## src/rtl/clock_pkg.sv

```systemverilog
// rtl/clock_pkg.sv - shared clock mode encodings, time limits and wrap helpers
package clock_pkg;

    // Mode encoding shared with the alarm logic; value 3 is never produced.
    typedef enum logic [1:0] {
        MODE_RUN      = 2'd0,
        MODE_SET_HOUR = 2'd1,
        MODE_SET_MIN  = 2'd2
    } mode_e;

    localparam logic [5:0] SEC_MAX = 6'd59;
    localparam logic [5:0] MIN_MAX = 6'd59;

    // Width of the hour/minute/second output buses.
    localparam int TIME_W = 11;

    // Increment a seconds/minutes field, wrapping to zero after max.
    function automatic logic [5:0] wrap_inc6(input logic [5:0] v, input logic [5:0] max);
        return (v == max) ? 6'd0 : v + 6'd1;
    endfunction

    // Increment the hour field, wrapping to zero after max.
    function automatic logic [4:0] wrap_inc5(input logic [4:0] v, input logic [4:0] max);
        return (v == max) ? 5'd0 : v + 5'd1;
    endfunction

    // Mode sequence stepped by the middle button.
    function automatic mode_e next_mode(input mode_e m);
        case (m)
            MODE_RUN:      return MODE_SET_HOUR;
            MODE_SET_HOUR: return MODE_SET_MIN;
            default:       return MODE_RUN;
        endcase
    endfunction

endpackage

```

## src/rtl/btn_edge.sv

```systemverilog
// rtl/btn_edge.sv - rising-edge detector for a debounced button level
module btn_edge (
    input  logic clk,
    input  logic rst_n,
    input  logic level,
    output logic pulse
);

    logic prev;
    logic armed;

    // Track the previous level; 'armed' suppresses the first sample after
    // reset so a button held through reset release is not seen as a press.
    always_ff @(posedge clk or negedge rst_n) begin
        if (!rst_n) begin
            prev  <= 1'b0;
            armed <= 1'b0;
        end else begin
            prev  <= level;
            armed <= 1'b1;
        end
    end

    assign pulse = armed & level & ~prev;

endmodule

```

## src/rtl/time_counter.sv

```systemverilog
// rtl/time_counter.sv - hh:mm:ss clock with run / set-hour / set-minute modes
module time_counter
    import clock_pkg::*;
#(
    parameter int HOURS_PER_DAY = 24
) (
    input  logic              newclk,
    input  logic              rst_n,
    input  logic              tick_1hz,
    input  logic              middle,
    input  logic              up,
    output logic [TIME_W-1:0] hour,
    output logic [TIME_W-1:0] minute,
    output logic [TIME_W-1:0] second,
    output logic [1:0]        set_mode,
    output logic              min_pulse
);

    localparam logic [4:0] HOUR_MAX = 5'(HOURS_PER_DAY - 1);

    mode_e      mode;
    logic [4:0] hour_q;
    logic [5:0] min_q;
    logic [5:0] sec_q;
    logic       min_pulse_q;

    logic middle_evt;
    logic up_evt;

    btn_edge u_middle_edge (
        .clk   (newclk),
        .rst_n (rst_n),
        .level (middle),
        .pulse (middle_evt)
    );

    btn_edge u_up_edge (
        .clk   (newclk),
        .rst_n (rst_n),
        .level (up),
        .pulse (up_evt)
    );

    // Mode FSM and the sec->min->hour cascade in one register stage. A mode
    // change always wins: a tick or up press in the same cycle is dropped.
    always_ff @(posedge newclk or negedge rst_n) begin
        if (!rst_n) begin
            mode        <= MODE_RUN;
            hour_q      <= 5'd0;
            min_q       <= 6'd0;
            sec_q       <= 6'd0;
            min_pulse_q <= 1'b0;
        end else begin
            min_pulse_q <= 1'b0;
            case (mode)
                MODE_RUN: begin
                    if (middle_evt) begin
                        mode  <= next_mode(mode);
                        sec_q <= 6'd0;
                    end else if (tick_1hz) begin
                        sec_q <= wrap_inc6(sec_q, SEC_MAX);
                        if (sec_q == SEC_MAX) begin
                            min_q       <= wrap_inc6(min_q, MIN_MAX);
                            min_pulse_q <= 1'b1;
                            if (min_q == MIN_MAX) begin
                                hour_q <= wrap_inc5(hour_q, HOUR_MAX);
                            end
                        end
                    end
                end
                MODE_SET_HOUR: begin
                    if (middle_evt) begin
                        mode <= next_mode(mode);
                    end else if (up_evt) begin
                        hour_q <= wrap_inc5(hour_q, HOUR_MAX);
                    end
                end
                MODE_SET_MIN: begin
                    if (middle_evt) begin
                        mode <= next_mode(mode);
                    end else if (up_evt) begin
                        min_q <= wrap_inc6(min_q, MIN_MAX);
                    end
                end
                default: begin
                    mode <= MODE_RUN;
                end
            endcase
        end
    end

    assign hour      = {6'd0, hour_q};
    assign minute    = {5'd0, min_q};
    assign second    = {5'd0, sec_q};
    assign set_mode  = mode;
    assign min_pulse = min_pulse_q;

endmodule

```

## config.mk

```make
export PLATFORM = sky130hd
export DESIGN_NAME = time_counter
export DESIGN_NICKNAME = d
export VERILOG_FILES = /design/src/rtl/clock_pkg.sv /design/src/rtl/btn_edge.sv /design/src/rtl/time_counter.sv
export SDC_FILE = /design/constraint.sdc
export NUM_CORES = 1
export LEC_CHECK = 0
export CAP_MARGIN = 15
export CORE_UTILIZATION = 25
export DETAILED_ROUTE_END_ITERATION = 8
export GPL_TIMING_DRIVEN = 1
export SLEW_MARGIN = 0
export SYNTH_ARGS = -nofsm -noshare
export SYNTH_HDL_FRONTEND = slang
export SYNTH_HIERARCHICAL = 1
export SYNTH_SLANG_ARGS = --single-unit
export TNS_END_PERCENT = 10
```

## constraint.sdc

```tcl
create_clock -name newclk -period 2.3 [get_ports newclk]
set_clock_uncertainty 0.1 [all_clocks]
set_input_delay 0.23 -clock newclk [delete_from_list [all_inputs] [get_ports newclk]]
set_output_delay 0.23 -clock newclk [all_outputs]
set_load 0.1 [all_outputs]
```

==> tab_implementation.tex <==
\begin{tabular}{lr}
\hline
Metric & Value \\
\hline
\multicolumn{2}{l}{\textbf{Run status}} \\
Outcome & finished clean \\
\multicolumn{2}{l}{\textbf{Finish}} \\
Count of placed standard cells in the final layout, fillers left out & between 200 and 250 \\
Cell area after layout & between 1500 and 2000 um\^{}2 \\
Number of nets in the layout & 164 \\
Layout overhead on the synthesized area & 18.2\% \\
Share of layout cells above drive strength 1 & 0.277 \\
Antenna cell count & 0 \\
\multicolumn{2}{l}{\textbf{CTS}} \\
Cell at the root of the clock tree & sky130\_fd\_sc\_hd\_\_clkbuf\_8 \\
Number of buffers inserted during clock tree synthesis & 3 \\
Worst-case clock buffer depth & 2 \\
H-tree levels & 1 \\
Hold-fix buffers, CTS & 0 \\
Quantity of gates resized following cts & 0 \\
CTS Sinks & 24 \\
Buffers inserted during post-CTS setup optimization & 0 \\
Clk pin slew, worst setup/hold paths & 90 ps \\
Clock latency on the worst-skew pair & 270 ps \\
CTS tree & done \\
\multicolumn{2}{l}{\textbf{Logic synthesis}} \\
FFs w/ async S/R, synth & 1.00 \\
Dominant combinational cell family by area after synthesis & simple AND/OR/NAND/NOR gates \\
Number of enable flip-flop cells after synthesis & 0 \\
Xor and xnor fraction of the mapped netlist area & 0.0252 \\
Post-synthesis instance area & 1390 um\^{}2 \\
Register bit total from synthesis & 24 \\
Top cells by area, synth & sky130\_fd\_sc\_hd\_\_dfrtp\_1 (43\%), sky130\_fd\_sc\_hd\_\_buf\_4 (8.7\%), sky130\_fd\_sc\_hd\_\_mux2\_2 (5.7\%) \\
Share of cell area taken by muxes after synthesis & 0.0568 \\
Top cell type by total area after synthesis & sky130\_fd\_sc\_hd\_\_dfrtp\_1 \\
Proportion of synthesized chip area in sequential cells & 0.433 \\
Post-synthesis share of cell area spent on and, or, nand and nor gates & 0.188 \\
Synth cell count leaders & sky130\_fd\_sc\_hd\_\_dfrtp\_1 (24), sky130\_fd\_sc\_hd\_\_buf\_4 (16), sky130\_fd\_sc\_hd\_\_nor2\_1 (10) \\
Dominant register cell in the synthesized netlist & sky130\_fd\_sc\_hd\_\_dfrtp\_1 \\
Share of the synthesized area in compound gates (AO/OA/AOI/OAI) & 0.150 \\
Mean cell area of the mapped netlist & about 11 um\^{}2 \\
Synthesized instance count & 130 \\
Adder-cell share of the synthesized area & 0.0271 \\
Area share of the largest cell type after synthesis & 0.433 \\
Most instantiated library cell after synthesis & sky130\_fd\_sc\_hd\_\_dfrtp\_1 \\
Post-synthesis cell type count & 39 \\
Warnings, synthesis & 6 \\
\multicolumn{2}{l}{\textbf{GRT}} \\
Number of global-route vias before repair & 860 \\
Wire length of the first global-routing pass & 4460 um \\
Initial antenna violation count & 0 \\
Overall Global Routing Usage & 0.0971 \\
Pin count of the biggest net entering global routing & 25 \\
GRT overflow & 0 \\
\multicolumn{2}{l}{\textbf{Floorplan}} \\
Die height & around 77 um \\
DIE AREA & a little under 6000 um\^{}2 \\
Effective utilization at floorplan & 0.265 \\
Chip Width & 76.5 um \\
IO Pins & 41 \\
Number of cell rows & 26 \\
CORE AREA & between 5000 and 6000 um\^{}2 \\
\multicolumn{2}{l}{\textbf{Routing}} \\
DR DRC count & 0 \\
Violation count after the first detailed-route iteration & 52 \\
Per-cell routed wire length & 11.5 um \\
Wire length after detailed routing & 2580 um \\
Routed vias & approximately 1000 \\
DRT antenna net count & 0 \\
Number of detailed-routing iterations run before antenna repair & 4 \\
DR vias/cell & roughly 4.4 \\
\multicolumn{2}{l}{\textbf{Placement}} \\
Number of placed cells counting well taps & 221 \\
Post-DP Area & around 1600 um\^{}2 \\
RePlAce Congestion & 0.709 \\
Number of buffer cells added on primary ports & 24 \\
HPWL after detailed placement & 1870 um \\
\multicolumn{2}{l}{\textbf{Setup path}} \\
Critical-path maximum fanout & 5 \\
Register-to-Register Setup Slack & about 310 ps \\
Source of the worst register-to-register timing path & sec\_q[1] \\
Worst Path Required & 2360 ps \\
Kind of critical path & reg2reg \\
R2R depth & 5 \\
Capturing point of the worst reg2reg path & min\_q[0] \\
Kind of end point of the critical path & flop \\
Nature of the critical path startpoint & flop \\
Worst Path Arrival & 2050 ps \\
\multicolumn{2}{l}{\textbf{STA}} \\
Final setup violation count & 0 \\
Post-Route Setup TNS & 0 ps \\
Max Clk Rate & 502 MHz \\
Slew Limit Fails & 0 \\
Setup repair after global routing missed its margin & false \\
Final Hold Fails & 0 \\
Portion of the clock cycle consumed by the worst path in the final layout & 0.866 \\
Worst Hold Margin & roughly 220 ps \\
Final critical path time including I/O delays and setup & 1990 ps \\
\multicolumn{2}{l}{\textbf{Pwr}} \\
Peak supply drop & 0.597 mV \\
Power Density & roughly 1300 nW/um\^{}2 \\
Leakage Power & 0.828 nW \\
\multicolumn{2}{l}{\textbf{Min path}} \\
Class of the most critical hold timing path & in2async \\
\multicolumn{2}{l}{\textbf{Run}} \\
Number of violations of the max-capacitance limit & 0 \\
\hline
\end{tabular}
-- area by class of cell --
cell class              count  area [um^2]
well taps                  70         87.6
flip-flops and latches     24          604
repair buffers             25          198
clock buffers               4         55.1
fillers                   561         3600
multi-input cells         100          688
inverters                   2         7.51
-- registers in the layout, indices dropped and copies added (netlist names) --
| signal | count |
|---|---|
| u_middle_edge/armed | 1 |
| hour_q | 5 |
| u_up_edge/armed | 1 |
| min_pulse | 1 |
| u_up_edge/prev | 1 |
| set_mode | 2 |
| u_middle_edge/prev | 1 |
| sec_q | 6 |
| min_q | 6 |
-- kinds of logic after synthesis --
kind of cell,count (synthesis)
AOI/OAI and AO/OA,27
xor gates and xnor gates,4
other,3
adders and majority gates,3
muxes,7
and+or+nand+nor,41
DFF,24
buffers and inverters,21
-- per-stage QoR --
step	setup WS (ps)	utilization	total power, mW
after global placement	192	0.303	1.83
after floorplan	-9.28	-	1.64
final	309	0.313	2.11
after global routing	166	0.313	2.23
after CTS	307	0.313	2.13
after detailed placement	138	0.303	1.83
-- layer usage --
| layer | vias up | wire (um) | global-route usage | part of all wire |
|---|---|---|---|---|
| met5 | - | 0 | 0 | 0 |
| met4 | 0 | 31 | 0.0404 | 0.012 |
| met3 | 4 | 112 | 0.0311 | 0.043 |
| met2 | 29 | 1150 | 0.132 | 0.44 |
| met1 | 472 | 1290 | 0.139 | 0.50 |
| li1 | 480 | - | - | - |
-- worst max-delay path, cell delays in order (launching register included) --
cell and delay [ps]:
sky130_fd_sc_hd__dfrtp_2 410, sky130_fd_sc_hd__ha_1 240, sky130_fd_sc_hd__nand2_1 160, sky130_fd_sc_hd__o41ai_4 420
sky130_fd_sc_hd__nand2_1 240, sky130_fd_sc_hd__mux2_2 320
-- where the power goes --
group	switching [mW]	internal, mW	leakage [nW]	total, mW
Clock	0.137	0.153	0.0288	0.290
Sequential	0.141	0.515	0.307	0.656
Combinational	0.913	0.253	0.492	1.17
-- worst max-delay path by stage --
stage	startpoint	endpoint	slack (ps)	depth (start not counted)
global placement	tick_1hz	min_q[1]	190	5
detailed placement	middle	sec_q[3]	140	6
floorplan	min_q[0]	hour_q[4]	-9	5
CTS	sec_q[0]	min_q[1]	310	5
global route	sec_q[0]	min_q[0]	170	5
finish	sec_q[1]	min_q[0]	310	5
-- layout by cell type (no fill, tap or decap), types with 2 or more instances in the layout --
master                            instances
sky130_fd_sc_hd__nor2_1                  10
sky130_fd_sc_hd__mux2_2                   7
sky130_fd_sc_hd__clkbuf_8                 4
sky130_fd_sc_hd__ha_1                     3
sky130_fd_sc_hd__conb_1                  18
sky130_fd_sc_hd__o22a_1                   2
sky130_fd_sc_hd__a31oi_1                  3
sky130_fd_sc_hd__inv_1                    2
sky130_fd_sc_hd__dfrtp_2                  3
sky130_fd_sc_hd__buf_4                   21
sky130_fd_sc_hd__a22o_1                   2
sky130_fd_sc_hd__dfrtp_1                 21
sky130_fd_sc_hd__xnor2_1                  4
sky130_fd_sc_hd__clkdlybuf4s50_1          4
sky130_fd_sc_hd__and3b_1                  2
sky130_fd_sc_hd__and3_1                   5
sky130_fd_sc_hd__nand2_1                  5
sky130_fd_sc_hd__a21oi_1                  3
sky130_fd_sc_hd__o21ai_0                  8
sky130_fd_sc_hd__nand2b_1                 3
sky130_fd_sc_hd__o21ai_1                  2
sky130_fd_sc_hd__nand3_1                  5
Power figures use the tool's default switching activity.
